--- config.mk ---
export PLATFORM = sky130hd
export DESIGN_NAME = gpio_in_port
export DESIGN_NICKNAME = d
export VERILOG_FILES = /design/src/rtl/gpio_in_port.sv
export SDC_FILE = /design/constraint.sdc
export NUM_CORES = 1
export LEC_CHECK = 0
export ABC_CLOCK_PERIOD_IN_PS = 2300
export BUFFER_PORTS_ARGS = -buffer_cell sky130_fd_sc_hd__clkbuf_2
export CAP_MARGIN = 20
export CORE_ASPECT_RATIO = 1.25
export CORE_UTILIZATION = 25
export DETAILED_ROUTE_END_ITERATION = 7
export PLACE_DENSITY = 0.43
export SKIP_LAST_GASP = 1
export SLEW_MARGIN = 20
export SYNTH_ARGS = -nofsm -noshare
export SYNTH_HDL_FRONTEND = slang
export SYNTH_SLANG_ARGS = --single-unit
--- constraint.sdc ---
create_clock -name CLK -period 2.3 [get_ports CLK]
set_input_delay 0.46 -clock CLK [delete_from_list [all_inputs] [get_ports CLK]]
set_output_delay 0.46 -clock CLK [all_outputs]
set_load 0.005 [all_outputs]
--- src/rtl/gpio_in_port.sv ---
// gpio_in_port: memory-mapped input FIFO read by the single-cycle core.
// A producer pushes 32-bit words over valid/ready. The core pops the head
// word with a load from ADDR_DATA and polls status at ADDR_STAT.
module gpio_in_port #(
    parameter int          DEPTH     = 4,
    parameter logic [31:0] ADDR_DATA = 32'h0000ABD0,
    parameter logic [31:0] ADDR_STAT = 32'h0000ABD4
) (
    input  logic        CLK,
    input  logic        Reset,
    input  logic [31:0] in_data,
    input  logic        in_valid,
    output logic        in_ready,
    input  logic [31:0] addr,
    input  logic        rd,
    output logic [31:0] rd_data,
    output logic        hit
);
    localparam int AW = $clog2(DEPTH);
    localparam int CW = AW + 1;

    logic [31:0]   mem [DEPTH];
    logic [AW-1:0] wr_ptr;
    logic [AW-1:0] rd_ptr;
    logic [CW-1:0] count;
    logic          overflow;

    logic is_data, is_stat, empty, full, push, pop;
    logic [7:0] count8;

    assign is_data  = (addr == ADDR_DATA);
    assign is_stat  = (addr == ADDR_STAT);
    assign hit      = is_data || is_stat;
    assign empty    = (count == '0);
    assign full     = (count == CW'(DEPTH));
    assign in_ready = !full;
    assign push     = in_valid && in_ready;
    // A pop on an empty FIFO is silently ignored.
    assign pop      = rd && is_data && !empty;
    // Status field is 8 bits; only DEPTH=256 full would not fit and wraps.
    assign count8   = 8'(count);

    // Word storage; no reset needed since count gates every read.
    always_ff @(posedge CLK) begin
        if (push)
            mem[wr_ptr] <= in_data;
    end

    // Pointers, occupancy and the sticky overflow flag.
    always_ff @(posedge CLK) begin
        if (Reset) begin
            wr_ptr   <= '0;
            rd_ptr   <= '0;
            count    <= '0;
            overflow <= 1'b0;
        end else begin
            if (push)
                wr_ptr <= wr_ptr + AW'(1);
            if (pop)
                rd_ptr <= rd_ptr + AW'(1);
            if (push && !pop)
                count <= count + CW'(1);
            else if (pop && !push)
                count <= count - CW'(1);
            // A new overflow beats the clear-on-status-read.
            if (in_valid && !in_ready)
                overflow <= 1'b1;
            else if (rd && is_stat)
                overflow <= 1'b0;
        end
    end

    // Combinational read data so the core completes loads in one cycle.
    always_comb begin
        rd_data = 32'h0;
        if (is_data) begin
            if (!empty)
                rd_data = mem[rd_ptr];
        end else if (is_stat) begin
            rd_data = {20'h0, count8, 1'b0, overflow, full, empty};
        end
    end
endmodule

# Word level (Yosys, flattened, before mapping)
# Memory sizes are Yosys's and may differ from the RTL's. A register that Yosys moved wholly into a read port is not among the register bits.
# Cells that the tools add are included.
# op_classes
add_sub_neg	4
reduce_logical	15
mux	11
n_eq_ne	3
# ops
op	count
== test 32 x 16 -> 1 bit (second input constant)	2
two-way mux 32 bit	2
logical AND 1 bit	7
two-way mux 7 bit	1
two-way mux 3 bit	2
adder 2 x 1 -> 2 bit (second input constant)	2
zero test 1 bit	4
two-way mux 1 bit	4
two-way mux 2 bit	2
nonzero test 2 bit	2
adder 3 x 1 -> 3 bit (second input constant)	1
== test 3 bit (second input constant)	1
zero test 3 bit	1
subtractor 3 x 1 -> 3 bit (second input constant)	1
logical OR 1 bit	1
# word_totals
elab_cells	38
mem_count	1
out_inout_bits	34
ramBits	128
regBits	8
in_bits	68
# mem_list
name	words	word_bits	rd	rd_ports_with_merged_regs	wr	line_no	text
mem	4	32	1	1	1	22	logic [31:0] mem [DEPTH];

# Logic depth before layout (Yosys ltp)
# Gate-level depths: netlist of the first run.
# depth
ltp_word	7
mapped_depth	11
ltp_nobuf	11

# Worst setup path before layout of the first run
# Ideal clock, no wire load.
# synth_path
kind	input to register
from	input port addr[7]
to	register count[2]
t_required_ns	2.230
cell_stages	11
t_arrival_ns	2.397
slack_ns	-0.167
path_buffers	0
setup_time_ns	0.070
cell_sequence	and4b_1 and4_2 nand2_1 inv_2 nand2_1 ha_1 inv_1 fa_1 xor2_1 or3_1 a21oi_1
# synth_via
elab_chain_len	6
elab_cells_between_ends	8
classes_between	eq/ne: 1; mux: 1; reduce/logical: 6
# synth_rtl
item	line_no	text
start, declared	14	input logic [31:0] addr,
== test 32 x 16 -> 1 bit *	31	assign is_data = (addr == ADDR_DATA);
logical AND 1 bit * (2 in series)	39	assign pop = rd && is_data && !empty;
zero test 1 bit	61	if (push && !pop)
logical AND 1 bit	61	
two-way mux 3 bit or nonzero test 2 bit (tied branches)	-	
end signal, assigned	62	count <= count + CW'(1);
end signal, assigned	64	count <= count - CW'(1);
end, declared	25	logic [CW-1:0] count;
# Every way passes the cells marked *; elsewhere a longest branch is shown, timed or not.
# A chain may end at the register's enable or synchronous reset.

# Worst setup path after layout of the first run
# layout_path
from	input port addr[14]
to	output port rd_data[16]
# layout_via
elab_chain_len	2
# layout_rtl
item	line_no	text
== test 32 x 16 -> 1 bit	31	
two-way mux 32 bit	76	if (is_data) begin
end, declared	16	output logic [31:0] rd_data,
# No other way between the ends.

==> impl_metrics.yaml, run 1 <==
grt:
  grt_max_degree: 33
  met1_usage: 0.142
  top_usage_layer: "met2"
  antenna_found_initial: 0
  grt_usage: 0.118
  grt-ovfl-total: 0
  first_global_vias: 3330
  met3_usage: 0.0361
  use_met2: 0.195
  grt_pass1_wl_mm: 19.1
drt:
  dr.pass1.iters: 4
  dr.first_iter.drc_count: 142
  wire_per_inst_um: 17.9
  wl_mm: 12.9
  vias_per_cell: 4.36
  drc: 0
  antenna_left: 0
  vias: 3134
clocking:
  clock_path_buffers: 2
  cts.clk_slew.worst_paths_ps: 50
  htreeDepth: 4
  root_buffer: "clkbuf_16"
  clock_latency_ps: 400
  cts_sinks: 138
  tritoncts: "built"
  cts_buffers: 17
critical_path:
  cp-end-kind: "primary output"
  crit_buf_inv: 3
  critPathLaunchType: "input pin"
  rr_worst_depth: 8
  cp_max_fo: 7
  slowest_delay_ps: 310
  crit_slowest_cell: "nor4bb_4"
  cp_top_family: "simple AND/OR/NAND/NOR gates"
  worst-endpoint-arrival_ps: 1910
  regToRegEndpoint: "count[2]$_SDFFE_PP0P_"
  crit_start: "addr[14]"
  crit_type: "in -> out"
  worstReg2RegStart: "count[2]$_SDFFE_PP0P_"
  worstPathCellList: "buf_8, nor4bb_4, and4_4, nand3_4, buf_8, nor2b_4, clkbuf_2"
  required_ps: 1840
  path_common_cell: "buf_8"
  r2r_slack_ps: 180
floorplan:
  num_rows: 60
  dieWidth_um: 135
  dieArea_um2: 22600
  core_um2: 21500
  top_level_ports: 102
  die_y_um: 168
  start_util: 0.255
placement:
  gp_congestion: 0.685
  numPortBuffers: 101
  place_hpwl_mm: 8.02
sta:
  min_period_ps: 2370
  setup_ws_ps: -70.7
  finalClockSkew_ps: 12.6
  drv_slew: 0
  setup_violations: 25
  fin_crit_sh: 1.03
  slew_headroom: 0.789
  max_freq_mhz: 422
  hold_violations: 0
  worst_pin_slew_ps: 315
  rsz0062_at_grt: "yes"
logic_synthesis:
  netlist_area_um2: 5500
  ys.warnings.count: 0
  synth.area.top_cells: "edfxtp_1, mux4_2, dfxtp_1"
  yosys.area.top_type: "edfxtp_1"
  yosys_most_used_dff: "edfxtp_1"
  synth_cells: 286
  syn_area_per_cell_um2: 19.2
  yosysUniqueCellTypes: 37
  syn-num-nets: 360
  synthArstFlopShare: 0
  ys_ff_latch: 138
  synth_edf_count: 128
  synth_top_area_share: 0.698
  yosysSeqAreaShare: 0.735
finish:
  layout_common_cells: "edfxtp_1, clkbuf_2, mux4_2, clkbuf_16, buf_4"
  diodes: 0
  utilization: 0.352
  syn_to_final_growth_pct: 37.7
  layout_commonest_cell: "edfxtp_1"
  register_area_um2: 4060
  fillCellCount: 2058
  multi_input_area_um2: 1600
  drive_gt1_frac: 0.544
  final_nets: 501
worst_hold_path:
  holdCritPathClass: "in -> reg"
  min_delay_path_depth: 1
  holdPathEnd: "mem[2][11]$_DFFE_PP_"
  min_from: "in_data[11]"
power:
  comb_power_share: 0.096
  switching_share: 0.214
  powerDensity_nw_per_um2: 810
  clkPwrFrac: 0.410
  p_total_mw: 6.14
  ir_drop_mv: 0.394
  power_leakage_nw: 2.72
  p_int_mw: 4.83
  p_seq_frac: 0.493
  p_switching_mw: 1.31
job:
  max-cap-violations: 0
outcome:
  status: "finished, violations left"
  violations: "negative setup slack"
## registers in the layout, summed over array words and instances (netlist names), named ones only
| register | cells |
|---|---|
| rd_ptr | 2 |
| count | 3 |
| wr_ptr | 2 |
| overflow | 1 |
| mem | 128 |
## worst max-delay path by stage
stage	endpoint	slack, ps	cells past startpoint
after floorplan	count[2]$_SDFFE_PP0P_	5	11
after global placement	rd_data[20]	-210	7
after detailed placement	count[2]$_SDFFE_PP0P_	-210	12
after CTS	rd_data[11]	-50	7
after global routing	rd_data[16]	-140	7
final	rd_data[16]	-70	7
## power by group through the flow
stage               Clock [mW]  Sequential [mW]  Combinational [mW]
floorplan                    0             3.06               0.286
global placement             0             3.06               0.541
detailed placement           0             3.08               0.552
CTS                       2.59             3.03               0.576
global route              2.70             3.05               0.656
finish                    2.52             3.03               0.592
## metal layers
metal / up-vias / wire (um)
met5: - / 0
met4: 0 / 129
met3: 11 / 709
met2: 92 / 6470
met1: 1603 / 5570
li1: 1428 / -
## cell families after synthesis
kind of cell / count (synthesis) / synth area share
buf+inv: 21 / 0.0159
flops: 138 / 0.735
xor+xnor: 3 / 0.00477
compound gates: 14 / 0.0186
fa+ha+maj: 6 / 0.0150
simple gates: 70 / 0.0764
mux: 34 / 0.135
## synthesized netlist by cell type, types with 3 or more instances
master    count
nor2_1       13
nor3_1        4
ha_1          5
inv_1         7
nand2_1       6
and3_1        5
nor4_1        3
mux4_2       32
dfxtp_1      10
a31o_2        3
a21oi_1       3
clkbuf_1      4
nor2b_1      25
edfxtp_1    128
a22oi_1       4
buf_2         7
## through the flow
step           worst slack (ps)  setup TNS, ps  instances  instance area (um^2)  hold WS [ps]
2_1_floorplan              5.22              0        286                  5530           464
3_3_place_gp               -207          -3300        675                  6590           501
3_5_place_dp               -215          -3610        675                  6590           510
4_1_cts                   -54.9          -1030        714                  7400           251
5_1_grt                    -137          -2930        718                  7580           258
6_report                  -70.7           -865        718                  7580           276
## repair_timing
action / 4_1_cts / 5_1_grt
hold buffers: 0 / 0
resized for setup: 32 / 46
pin swaps: 4 / 11
cloned: 2 / 2
buffers inserted: 6 / 3
endpoints found under the setup margin: 32 / 33
## layout make-up
cell class	count	area share
Inverter	8	0.00396
Clock inverter	9	0.0132
Timing Repair Buffer	135	0.131
Tap cell	279	0.0461
Sequential cell	138	0.535
Clock buffer	22	0.0586
Multi-Input combinational cell	127	0.211
No activity file was read; power rests on OpenSTA's default activity.
==> inputs of run 2 (changes only) <==
==> constraint.sdc (replaced) <==
create_clock -name CLK -period 2.3 [get_ports CLK]
set_input_delay 0.345 -clock CLK [delete_from_list [all_inputs] [get_ports CLK]]
set_output_delay 0.345 -clock CLK [all_outputs]
set_load 0.005 [all_outputs]
==> impl_metrics.yaml, run 2 (synthesis gave the netlist of run 1 again) <==
outcome:
  status: "finished, final reports clean"
placement:
  placed_cells: 674
  numPortBuffers: 101
  gp_congestion: 0.704
  dpl_worst_slack_ps: -73.7
  place_area_um2: 6560
  place_hpwl_mm: 7.71
drt:
  vias_per_cell: 4.33
  drc: 0
  antenna_left: 0
  wire_per_inst_um: 17.6
  dr.first_iter.drc_count: 201
  wl_mm: 12.5
  vias: 3090
  dr.pass1.iters: 4
floorplan:
  num_rows: 60
  core_um2: 21500
  dieArea_um2: 22600
  start_util: 0.255
  top_level_ports: 102
  die_y_um: 168
  dieWidth_um: 135
sta:
  setup_ws_ps: 91.0
  max_freq_mhz: 453
  setup_violations: 0
  finalClockSkew_ps: 11.2
  fin_crit_sh: 0.960
  worst_pin_slew_ps: 525
  drv_slew: 0
  slew_headroom: 0.650
  rsz0062_at_grt: "yes"
  hold_violations: 0
  min_period_ps: 2210
clocking:
  root_buffer: "clkbuf_16"
  cts_sinks: 138
  tritoncts: "built"
  clock_latency_ps: 420
  cts_buffers: 17
  htreeDepth: 4
  clock_path_buffers: 2
  cts.clk_slew.worst_paths_ps: 50
finish:
  fin_cells: 713
  syn_to_final_growth_pct: 33.3
  regMostFlops: "mem"
  diodes: 0
  largest_register_ffs: 128
  fin_area_um2: 7340
  drive_gt1_frac: 0.488
  layout_common_cells: "edfxtp_1, clkbuf_2, mux4_2, nor2b_1, clkbuf_16"
  layout_commonest_cell: "edfxtp_1"
  layout_top_registers: "mem (128), count (3)"
  fillCellCount: 2067
  final_nets: 497
critical_path:
  crit_slowest_cell: "mux4_2"
  crit_type: "reg -> out"
  worst-endpoint-arrival_ps: 1860
  cp_top_family: "multiplexers"
  required_ps: 1960
  crit_buf_inv: 3
  cp_max_fo: 10
  worstPathCellList: "buf_12, clkbuf_16, mux4_2, nor2b_1, clkbuf_2"
  cp-end-kind: "primary output"
  slowest_delay_ps: 510
  critPathLaunchType: "flop"
worst_hold_path:
  holdCritPathClass: "in -> reg"
grt:
  first_global_vias: 3263
  grt_max_degree: 33
  antenna_found_initial: 1
  grt_pass1_wl_mm: 18.7
  grt-ovfl-total: 0
  grt_usage: 0.116
power:
  power_leakage_nw: 2.58
  powerDensity_nw_per_um2: 827
  ir_drop_mv: 0.366
job:
  max-cap-violations: 0
## run 2: cell count changes in the layout (fill, tap and decap cells not counted), sizes merged
cell | previous run | this run
clkinvlp | 1 | 2
clkinv | 6 | 7
clkbuf | 109 | 121
buf | 48 | 29
## run 2: final timing paths
kind | from | endpoint | slack, ps | cells past startpoint
worst max-delay path | flop | rd_data[7] | 90 | 5
worst min-delay path | in_data[22] | mem[0][22]$_DFFE_PP_ | 140 | 1
worst max register to register | count[2]$_SDFFE_PP0P_ | count[2]$_SDFFE_PP0P_ | 230 | 8
worst min register to register | overflow$_SDFFE_PP0P_ | overflow$_SDFFE_PP0P_ | 510 | 2
## run 2: area by class of cell
type / count / area [um^2] / area share
multi-input combinational: 127 / 1470 / 0.200
clock buffer: 19 / 433 / 0.0590
tap: 279 / 349 / 0.0476
timing repair buffer: 131 / 890 / 0.121
clock inverter: 11 / 106 / 0.0145
inverter: 8 / 30.0 / 0.00409
sequential: 138 / 4060 / 0.553
## run 2: where the power goes
group	leakage (nW)	switching, mW	internal (mW)
combinational	1.06	0.289	0.258
sequential	1.26	0.0583	2.97
clock	0.261	0.936	1.56
## run 2: metal layers
layer  global-route usage  vias to the layer above  share of wire  routed length, um
met5                    0                        -        0.00088                 11
met4               0.0528                        2          0.018                231
met3               0.0352                       17          0.050                629
met2                0.189                       99           0.51               6370
met1                0.141                     1548           0.42               5280
li1                     -                     1424              -                  -
## run 2: through the flow
step	setup TNS [ps]	power [mW]	hold slack, ps	util
2_1_floorplan	0	3.34	444	-
3_5_place_dp	-238	3.61	505	0.304
6_report	0	6.07	143	0.340
3_3_place_gp	-77.0	3.59	491	0.304
5_1_grt	-110	6.34	133	0.340
4_1_cts	-14.4	6.16	123	0.332
## run 2: what timing repair did
action                     CTS  global route
hold buffers                 0             0
pin swaps                    2             2
buffers inserted             2             6
gates cloned                 0             1
setup endpoints to repair   27            27
gates resized for setup     10            14
